## config.mk

```make
export PLATFORM = sky130hd
export DESIGN_NAME = obb_collider_flat
export DESIGN_NICKNAME = d
export VERILOG_FILES = /design/src/rtl/obb_col_pkg.sv /design/src/rtl/obb_collider_if.sv /design/src/rtl/sat_mac.sv /design/src/rtl/obb_collider.sv /design/src/flat_wrapper.sv
export SDC_FILE = /design/constraint.sdc
export NUM_CORES = 2
export LEC_CHECK = 0
export CAP_MARGIN = 15
export CORE_MARGIN = 2
export CORE_UTILIZATION = 55
export CTS_CLUSTER_DIAMETER = 80
export DETAILED_ROUTE_END_ITERATION = 7
export GPL_ROUTABILITY_DRIVEN = 0
export PLACE_DENSITY_LB_ADDON = 0.05
export SLEW_MARGIN = 20
export SYNTH_ARGS = -nofsm -noshare
export SYNTH_HDL_FRONTEND = slang
export SYNTH_SLANG_ARGS = --single-unit
export TNS_END_PERCENT = 5
```

## constraint.sdc

```tcl
create_clock -name clk -period 21.7 [get_ports clk]
set_input_delay 2.17 -clock clk [delete_from_list [all_inputs] [get_ports clk]]
set_output_delay 2.17 -clock clk [all_outputs]
set_load 0.03 [all_outputs]
```

## src/rtl/obb_col_pkg.sv

```systemverilog
// Shared types and constants for the OBB separating-axis collider.
package obb_col_pkg;

  localparam int POS_W_DEF  = 16;
  localparam int TRIG_W_DEF = 16;
  localparam int ACC_W_DEF  = 40;

  localparam int TRIG_FRAC      = 14;
  localparam int STEPS_PER_AXIS = 8;
  localparam int MAX_LAT        = 34;

  typedef logic signed [POS_W_DEF-1:0]  pos_t;   // Q11.5
  typedef logic signed [TRIG_W_DEF-1:0] trig_t;  // Q1.14

  typedef struct packed {
    pos_t  x;
    pos_t  y;
    pos_t  hw;
    pos_t  hh;
    trig_t cos;
    trig_t sin;
  } box_t;

  typedef enum logic [1:0] {AX_AU, AX_AV, AX_BU, AX_BV} axis_e;

  typedef enum logic [1:0] {ST_IDLE, ST_LOAD, ST_AXIS, ST_DONE} state_e;

endpackage

```

## src/rtl/obb_collider_if.sv

```systemverilog
// Request/result bundle between the box registers, the collider and the updater.
interface obb_collider_if #(
  parameter int POS_W  = 16,
  parameter int TRIG_W = 16
);
  logic                     start;
  logic signed [POS_W-1:0]  a_x, a_y, a_hw, a_hh;
  logic signed [POS_W-1:0]  b_x, b_y, b_hw, b_hh;
  logic signed [TRIG_W-1:0] a_cos, a_sin, b_cos, b_sin;
  logic                     busy;
  logic                     done;
  logic                     hit;
  logic [1:0]               axis;
  logic [POS_W-1:0]         depth;

  modport master (
    output start, a_x, a_y, a_hw, a_hh, b_x, b_y, b_hw, b_hh,
           a_cos, a_sin, b_cos, b_sin,
    input  busy, done, hit, axis, depth
  );

  modport slave (
    input  start, a_x, a_y, a_hw, a_hh, b_x, b_y, b_hw, b_hh,
           a_cos, a_sin, b_cos, b_sin,
    output busy, done, hit, axis, depth
  );
endinterface

```

## src/rtl/sat_mac.sv

```systemverilog
// Shared multiply-accumulate: signed product, arithmetic shift by the trig
// fraction, then accumulate into a registered sum with clear and |b| select.
module sat_mac #(
  parameter int A_W   = 17,
  parameter int B_W   = 16,
  parameter int ACC_W = 40,
  parameter int FRAC  = 14
) (
  input  logic                    clk,
  input  logic                    reset_n,
  input  logic                    en,
  input  logic                    clr,
  input  logic                    abs_b,
  input  logic signed [A_W-1:0]   a,
  input  logic signed [B_W-1:0]   b,
  output logic signed [ACC_W-1:0] acc,
  output logic signed [ACC_W-1:0] acc_nxt
);
  localparam int P_W = A_W + B_W;
  localparam logic signed [B_W-1:0] B_MAX = {1'b0, {(B_W-1){1'b1}}};
  localparam logic signed [B_W-1:0] B_MIN = {1'b1, {(B_W-1){1'b0}}};

  logic signed [B_W-1:0] b_sel;
  logic signed [P_W-1:0] a_ext, b_ext, prod, prod_sh;

  always_comb begin
    // NOTE: every always_comb output gets a default first so no path can infer a latch.
    b_sel = b;
    if (abs_b && b[B_W-1]) begin
      b_sel = (b == B_MIN) ? B_MAX : -b;
    end
    a_ext   = {{B_W{a[A_W-1]}}, a};
    b_ext   = {{A_W{b_sel[B_W-1]}}, b_sel};
    prod    = a_ext * b_ext;
    prod_sh = prod >>> FRAC;
    acc_nxt = (clr ? '0 : acc) + {{(ACC_W-P_W){prod_sh[P_W-1]}}, prod_sh};
  end

  // NOTE: sequential state uses non-blocking assignments only, so every flop
  // samples pre-edge values regardless of block ordering.
  always_ff @(posedge clk or negedge reset_n) begin
    if (!reset_n) begin
      acc <= '0;
    end else if (en) begin
      acc <= acc_nxt;
    end
  end

endmodule

```

## src/rtl/obb_collider.sv

```systemverilog
// Separating-axis collision test between two oriented boxes, four axes
// evaluated sequentially on one sat_mac; reports hit, min axis and depth.
module obb_collider
  import obb_col_pkg::*;
#(
  parameter int POS_W  = POS_W_DEF,
  parameter int TRIG_W = TRIG_W_DEF,
  parameter int ACC_W  = ACC_W_DEF
) (
  input  logic          clk,
  input  logic          reset_n,
  obb_collider_if.slave bus
);
  localparam int A_W = POS_W + 1;

  localparam logic signed [TRIG_W-1:0] TRIG_MAX = {1'b0, {(TRIG_W-1){1'b1}}};
  localparam logic signed [TRIG_W-1:0] TRIG_MIN = {1'b1, {(TRIG_W-1){1'b0}}};
  localparam logic signed [POS_W-1:0]  POS_MAX  = {1'b0, {(POS_W-1){1'b1}}};
  localparam logic signed [ACC_W-1:0]  ACC_MAX  = {1'b0, {(ACC_W-1){1'b1}}};
  localparam logic signed [ACC_W-1:0]  ACC_MIN  = {1'b1, {(ACC_W-1){1'b0}}};
  localparam logic signed [ACC_W-1:0]  TRIG_HI  = {{(ACC_W-TRIG_W){1'b0}}, TRIG_MAX};
  localparam logic signed [ACC_W-1:0]  TRIG_LO  = {{(ACC_W-TRIG_W){1'b1}}, TRIG_MIN};
  localparam logic signed [ACC_W-1:0]  DEPTH_HI = {{(ACC_W-POS_W){1'b0}}, POS_MAX};

  localparam logic [2:0] S_D    = 3'd2;
  localparam logic [2:0] S_UN   = 3'd4;
  localparam logic [2:0] S_VN   = 3'd6;
  localparam logic [2:0] S_LAST = 3'(STEPS_PER_AXIS - 1);

  typedef struct packed {
    logic signed [POS_W-1:0]  x;
    logic signed [POS_W-1:0]  y;
    logic signed [POS_W-1:0]  hw;
    logic signed [POS_W-1:0]  hh;
    logic signed [TRIG_W-1:0] c;
    logic signed [TRIG_W-1:0] s;
  } snap_t;

  function automatic logic signed [ACC_W-1:0] to_acc(input logic signed [POS_W-1:0] v);
    return {{(ACC_W-POS_W){v[POS_W-1]}}, v};
  endfunction

  function automatic logic signed [A_W-1:0] trig_op(input logic signed [TRIG_W-1:0] v);
    return {{(A_W-TRIG_W){v[TRIG_W-1]}}, v};
  endfunction

  function automatic logic signed [A_W-1:0] pos_op(input logic signed [POS_W-1:0] v);
    return {v[POS_W-1], v};
  endfunction

  function automatic logic signed [TRIG_W-1:0] neg_trig(input logic signed [TRIG_W-1:0] v);
    return (v == TRIG_MIN) ? TRIG_MAX : -v;
  endfunction

  // Dot products of unit vectors stay within Q1.14; clamp guards rounding.
  function automatic logic signed [TRIG_W-1:0] sat_trig(input logic signed [ACC_W-1:0] v);
    if (v > TRIG_HI) return TRIG_MAX;
    if (v < TRIG_LO) return TRIG_MIN;
    return v[TRIG_W-1:0];
  endfunction

  function automatic logic signed [ACC_W-1:0] abs_acc(input logic signed [ACC_W-1:0] v);
    if (v == ACC_MIN) return ACC_MAX;
    return v[ACC_W-1] ? -v : v;
  endfunction

  function automatic logic [POS_W-1:0] sat_depth(input logic signed [ACC_W-1:0] v);
    return (v > DEPTH_HI) ? POS_MAX : v[POS_W-1:0];
  endfunction

  state_e                   state;
  logic [2:0]               step;
  axis_e                    k;
  snap_t                    snap_a, snap_b;
  logic signed [A_W-1:0]    tx_r, ty_r;
  logic signed [ACC_W-1:0]  d_r, min_r;
  logic signed [TRIG_W-1:0] un_r, vn_r;
  axis_e                    min_ax;

  logic signed [TRIG_W-1:0] nx, ny;
  logic signed [POS_W-1:0]  own_ext;
  snap_t                    oth;
  logic                     mac_en, mac_clr, mac_abs;
  logic signed [A_W-1:0]    mac_a;
  logic signed [TRIG_W-1:0] mac_b;
  logic signed [ACC_W-1:0]  mac_acc, mac_acc_nxt;
  logic signed [ACC_W-1:0]  r_sum, d_abs, pen, new_min;
  logic                     separated, better;
  axis_e                    new_ax;

  always_comb begin
    nx      = snap_a.c;
    ny      = snap_a.s;
    own_ext = snap_a.hw;
    oth     = snap_b;
    unique case (k)
      AX_AU: begin nx = snap_a.c;           ny = snap_a.s; own_ext = snap_a.hw; oth = snap_b; end
      AX_AV: begin nx = neg_trig(snap_a.s); ny = snap_a.c; own_ext = snap_a.hh; oth = snap_b; end
      AX_BU: begin nx = snap_b.c;           ny = snap_b.s; own_ext = snap_b.hw; oth = snap_a; end
      AX_BV: begin nx = neg_trig(snap_b.s); ny = snap_b.c; own_ext = snap_b.hh; oth = snap_a; end
    endcase

    // Step schedule: d over T, then other.u . n, other.v . n, then r_other.
    mac_en  = (state == ST_AXIS);
    mac_clr = 1'b0;
    mac_abs = 1'b0;
    mac_a   = tx_r;
    mac_b   = nx;
    unique case (step)
      3'd0: begin mac_clr = 1'b1; mac_a = tx_r;                     mac_b = nx; end
      3'd1: begin                 mac_a = ty_r;                     mac_b = ny; end
      3'd2: begin mac_clr = 1'b1; mac_a = trig_op(oth.c);           mac_b = nx; end
      3'd3: begin                 mac_a = trig_op(oth.s);           mac_b = ny; end
      3'd4: begin mac_clr = 1'b1; mac_a = trig_op(neg_trig(oth.s)); mac_b = nx; end
      3'd5: begin                 mac_a = trig_op(oth.c);           mac_b = ny; end
      3'd6: begin mac_clr = 1'b1; mac_abs = 1'b1; mac_a = pos_op(oth.hw); mac_b = un_r; end
      3'd7: begin                 mac_abs = 1'b1; mac_a = pos_op(oth.hh); mac_b = vn_r; end
    endcase

    // Evaluated on the last step, where acc_nxt already holds r_other.
    r_sum     = to_acc(own_ext) + mac_acc_nxt;
    d_abs     = abs_acc(d_r);
    separated = (d_abs > r_sum);
    pen       = r_sum - d_abs;
    better    = (pen < min_r);
    new_min   = better ? pen : min_r;
    new_ax    = better ? k : min_ax;
  end

  sat_mac #(
    .A_W  (A_W),
    .B_W  (TRIG_W),
    .ACC_W(ACC_W),
    .FRAC (TRIG_FRAC)
  ) u_mac (
    .clk    (clk),
    .reset_n(reset_n),
    .en     (mac_en),
    .clr    (mac_clr),
    .abs_b  (mac_abs),
    .a      (mac_a),
    .b      (mac_b),
    .acc    (mac_acc),
    .acc_nxt(mac_acc_nxt)
  );

  always_ff @(posedge clk or negedge reset_n) begin
    if (!reset_n) begin
      state     <= ST_IDLE;
      step      <= '0;
      k         <= AX_AU;
      snap_a    <= '0;
      snap_b    <= '0;
      tx_r      <= '0;
      ty_r      <= '0;
      d_r       <= '0;
      un_r      <= '0;
      vn_r      <= '0;
      min_r     <= '0;
      min_ax    <= AX_AU;
      bus.busy  <= 1'b0;
      bus.done  <= 1'b0;
      bus.hit   <= 1'b0;
      bus.axis  <= '0;
      bus.depth <= '0;
    end else begin
      bus.done <= 1'b0;
      unique case (state)
        ST_IDLE: begin
          if (bus.start) begin
            snap_a   <= '{x: bus.a_x, y: bus.a_y, hw: bus.a_hw, hh: bus.a_hh,
                          c: bus.a_cos, s: bus.a_sin};
            snap_b   <= '{x: bus.b_x, y: bus.b_y, hw: bus.b_hw, hh: bus.b_hh,
                          c: bus.b_cos, s: bus.b_sin};
            bus.busy <= 1'b1;
            state    <= ST_LOAD;
          end
        end
        ST_LOAD: begin
          tx_r   <= pos_op(snap_b.x) - pos_op(snap_a.x);
          ty_r   <= pos_op(snap_b.y) - pos_op(snap_a.y);
          min_r  <= ACC_MAX;
          min_ax <= AX_AU;
          k      <= AX_AU;
          step   <= '0;
          state  <= ST_AXIS;
        end
        ST_AXIS: begin
          step <= step + 3'd1;
          if (step == S_D)  d_r  <= mac_acc;
          if (step == S_UN) un_r <= sat_trig(mac_acc);
          if (step == S_VN) vn_r <= sat_trig(mac_acc);
          if (step == S_LAST) begin
            if (separated) begin
              bus.hit   <= 1'b0;
              bus.axis  <= '0;
              bus.depth <= '0;
              bus.done  <= 1'b1;
              bus.busy  <= 1'b0;
              state     <= ST_DONE;
            end else begin
              min_r  <= new_min;
              min_ax <= new_ax;
              if (k == AX_BV) begin
                bus.hit   <= 1'b1;
                bus.axis  <= new_ax;
                bus.depth <= sat_depth(new_min);
                bus.done  <= 1'b1;
                bus.busy  <= 1'b0;
                state     <= ST_DONE;
              end else begin
                k <= axis_e'(k + 2'd1);
              end
            end
          end
        end
        ST_DONE: begin
          state <= ST_IDLE;
        end
      endcase
    end
  end

endmodule

```

## src/flat_wrapper.sv

```systemverilog
// flat-port wrapper written by rule: the top's interface ports become plain ports
module obb_collider_flat import obb_col_pkg::*;
#(
  parameter int POS_W  = POS_W_DEF,
  parameter int TRIG_W = TRIG_W_DEF,
  parameter int ACC_W  = ACC_W_DEF
)
  (clk, reset_n, bus_start, bus_a_x, bus_a_y, bus_a_hw, bus_a_hh, bus_b_x, bus_b_y, bus_b_hw, bus_b_hh, bus_a_cos, bus_a_sin, bus_b_cos, bus_b_sin, bus_busy, bus_done, bus_hit, bus_axis, bus_depth);
  obb_collider_if #(.POS_W(POS_W), .TRIG_W(TRIG_W)) bus_i ();
  input  logic clk;
  input  logic reset_n;
  input wire logic [$bits(bus_i.start)-1:0] bus_start;
  input wire logic [$bits(bus_i.a_x)-1:0] bus_a_x;
  input wire logic [$bits(bus_i.a_y)-1:0] bus_a_y;
  input wire logic [$bits(bus_i.a_hw)-1:0] bus_a_hw;
  input wire logic [$bits(bus_i.a_hh)-1:0] bus_a_hh;
  input wire logic [$bits(bus_i.b_x)-1:0] bus_b_x;
  input wire logic [$bits(bus_i.b_y)-1:0] bus_b_y;
  input wire logic [$bits(bus_i.b_hw)-1:0] bus_b_hw;
  input wire logic [$bits(bus_i.b_hh)-1:0] bus_b_hh;
  input wire logic [$bits(bus_i.a_cos)-1:0] bus_a_cos;
  input wire logic [$bits(bus_i.a_sin)-1:0] bus_a_sin;
  input wire logic [$bits(bus_i.b_cos)-1:0] bus_b_cos;
  input wire logic [$bits(bus_i.b_sin)-1:0] bus_b_sin;
  output wire logic [$bits(bus_i.busy)-1:0] bus_busy;
  output wire logic [$bits(bus_i.done)-1:0] bus_done;
  output wire logic [$bits(bus_i.hit)-1:0] bus_hit;
  output wire logic [$bits(bus_i.axis)-1:0] bus_axis;
  output wire logic [$bits(bus_i.depth)-1:0] bus_depth;
  assign bus_i.start = bus_start;
  assign bus_i.a_x = bus_a_x;
  assign bus_i.a_y = bus_a_y;
  assign bus_i.a_hw = bus_a_hw;
  assign bus_i.a_hh = bus_a_hh;
  assign bus_i.b_x = bus_b_x;
  assign bus_i.b_y = bus_b_y;
  assign bus_i.b_hw = bus_b_hw;
  assign bus_i.b_hh = bus_b_hh;
  assign bus_i.a_cos = bus_a_cos;
  assign bus_i.a_sin = bus_a_sin;
  assign bus_i.b_cos = bus_b_cos;
  assign bus_i.b_sin = bus_b_sin;
  assign bus_busy = bus_i.busy;
  assign bus_done = bus_i.done;
  assign bus_hit = bus_i.hit;
  assign bus_axis = bus_i.axis;
  assign bus_depth = bus_i.depth;
  obb_collider #(.POS_W(POS_W), .TRIG_W(TRIG_W), .ACC_W(ACC_W)) u_core (.clk(clk), .reset_n(reset_n), .bus(bus_i));
endmodule
```

==> metrics.yaml <==
sta:
  hold_violations: 0
  slew_headroom_pct: 19.7
  tightest_slew_ns: 1.19
  fin_ws_ns: 0.975
  finalSetupViolations: 0
  fin_crit_sh_pct: 95.5
  hold_slack_ns: 0.490
  fmax_mhz: 48.3
  finClkSkew_ns: 0.0262
  report.final.slew_viol_count: 0
  period_needed_ns: 20.72
global_routing:
  track_usage_pct: 32.0
  grt_antenna_before_repair: 0
  grt_pass1_vias: 31500
  grt-ovfl-total: 0
  grt_start_max_net_pins: 85
  grt_pass1_wl_um: 184000
cts:
  holdBufCountCts: 0
  cts_buffers: 50
  clk_transition_reported_paths_ns: 0.06
  tritoncts: "built"
  htree_num_levels: 2
  clk_latency_ns: 0.62
  clock-sinks: 408
  root_buffer: "clkbuf_16"
  max-clock-path-buffers: 3
placement:
  portBuffers: 215
  dp_hpwl_um: 93600
  dp_slack_ns: -0.358
  placed_area_um2: 42800
floorplan:
  dieArea_um2: 73700
  dieWidth_um: 271
  core_region_area_um2: 71100
  rows: 98
  start_util_pct: 55.3
  die_h_um: 271
  io_pins: 216
layout:
  final_common_cell: "inv_1"
  post-route-util_pct: 63.1
  seq_area_um2: 10200
  antennaDiodeCount: 0
  n_fill_cell: 6181
  stdcell_area_um2: 44900
  multiInputGateArea_um2: 26800
  layout-drive-gt1-share_pct: 14.2
  fin_nets: 5173
  area_growth_pct: 14.0
  layout_common_cells: "inv_1 (480), dfrtp_1 (407), nor2_1 (392)"
min_path:
  worstHoldPathType: "register to register"
  hold_path_startpoint: "u_core.un_r[4]$_DFFE_PN0P_"
critical_path:
  crit_required_ns: 22.21
  r2r_start: "u_core.snap_b[14]$_DFFE_PN0P_"
  crit_slowest_cell: "a2111oi_0"
  critPathLaunchType: "register"
  endpoint_kind: "register"
  crit_start: "u_core.snap_b[14]$_DFFE_PN0P_"
  cp_common_cell: "a21oi_1"
  crit_arrival_ns: 21.23
  slowest_delay_ns: 0.75
  crit_fanout: 9
  worst-setup-path-type: "register to register"
drt:
  dr.first_iter.drc_count: 3226
  wl_um: 119000
  via_per_inst: 6.01
  firstDrtPassIters: 8
  drc: 14
  ant_nets: 0
  vias: 32500
  wire_per_inst_um: 22.0
flow_run:
  drv_cap: 0
synthesis:
  synth.yosys.warnings: 0
  async_flop_share_pct: 100
  synthDistinctLibCells: 109
  ys.flop_type: "dfrtp_1"
  synth_seq_cells: 408
  yosysSeqAreaShare_pct: 26.0
  syn_area_um2: 39300
  syn_nets: 4984
  synth_edf_count: 0
  syn_inst: 4234
  syn_avg_cell_area_um2: 9.29
run_status:
  violations: "DRC"
  status: "complete, but fails checks"
==> metrics by stage <==
step / instances / TNS (ns)
after floorplan: 4234 / 0
after global placement: 5310 / 0
after CTS: 5400 / 0
after global routing: 5411 / -0.340
after detailed placement: 5310 / -5.12
final: 5411 / 0
==> synthesized netlist by cell type, drive strengths merged (33+ instances only) <==
| library cell | n | area (um^2) |
|---|---|---|
| xor2 | 71 | 637 |
| o21ai | 186 | 931 |
| xnor2 | 166 | 1480 |
| a221oi | 33 | 320 |
| mux2i | 75 | 751 |
| buf | 35 | 170 |
| a21oi | 200 | 1050 |
| fa | 281 | 5630 |
| a31oi | 41 | 278 |
| a222oi | 43 | 430 |
| nand2b | 47 | 294 |
| nor3 | 53 | 275 |
| ha | 274 | 3430 |
| nand3 | 43 | 220 |
| a21o | 100 | 751 |
| dfrtp | 408 | 10200 |
| mux2 | 302 | 3400 |
| inv | 485 | 1820 |
| nor2 | 394 | 1480 |
| and2 | 44 | 275 |
| nor2b | 38 | 238 |
| clkbuf | 168 | 632 |
| nand2 | 323 | 1210 |
==> worst max-delay path, delay by kind of cell (launching register included) <==
kind,cells,cell delay [ns]
compound gates,32,8.04
buf+inv,7,0.65
mux,1,0.26
xor+xnor,4,1.22
fa+ha+maj,11,4.82
flops,1,0.53
simple gates,27,5.08
==> worst paths after layout <==
| path | to | slack (ns) | cells after the start |
|---|---|---|---|
| max | u_core.bus.depth[0]$_DFFE_PN0P_ | 0.98 | 82 |
| min | u_core.un_r[4]$_DFFE_PN0P_ | 0.49 | 2 |
| max reg2reg | u_core.bus.depth[0]$_DFFE_PN0P_ | 0.98 | 82 |
| min reg2reg | u_core.un_r[4]$_DFFE_PN0P_ | 0.49 | 2 |
| max in group asynchronous | u_core.tx_r[16]$_DFFE_PN0N_ | 17.80 | 3 |
| min in group asynchronous | u_core.bus.depth[4]$_DFFE_PN0P_ | 1.54 | 1 |
==> layer usage <==
layer  track usage (%)  wire length, um  up-vias
met1              44.8            49500    15800
li1                  -                -    15000
met4              12.7             5450        0
met2              49.8            53500     1457
met5                 0                0        -
met3              5.27            10400      277
==> area by class of cell <==
type / instances / share of cell area (%)
Multi-Input combinational cell: 3139 / 59.7
Sequential cell: 408 / 22.8
Timing Repair Buffer: 337 / 6.93
Inverter: 487 / 4.09
Clock buffer: 69 / 3.22
Tap cell: 950 / 2.65
Clock inverter: 21 / 0.589
==> logic make-up after synthesis <==
| group | synth area share, % |
|---|---|
| compound gates | 15.1 |
| buf+inv | 6.69 |
| fa+ha+maj | 23.1 |
| flops | 26.0 |
| mux | 10.6 |
| xor+xnor | 5.37 |
| simple gates | 13.2 |
==> timing repair <==
item,4_1_cts,5_1_grt
endpoints found under the setup margin,16,58
endpoints found under the hold margin,0,0
cloned,0,3
resized for setup,3,49
buffers inserted,0,8
pin swaps,0,10
==> flip-flops by register name, indices dropped and copies added, names as in the netlist, 2 cells and up <==
signal            flops
u_core.min_r         40
u_core.un_r          16
u_core.bus.depth     16
u_core.snap_b        96
u_core.min_ax         2
u_core.d_r           40
u_core.snap_a        96
u_core.k              2
u_core.ty_r          17
u_core.state          2
u_core.step           3
u_core.vn_r          16
u_core.tx_r          17
u_core.bus.axis       2
u_core.u_mac.acc     40
Power is not shown: default switching activity piles up to over one toggle a cycle in this logic, so the estimate is an artifact.
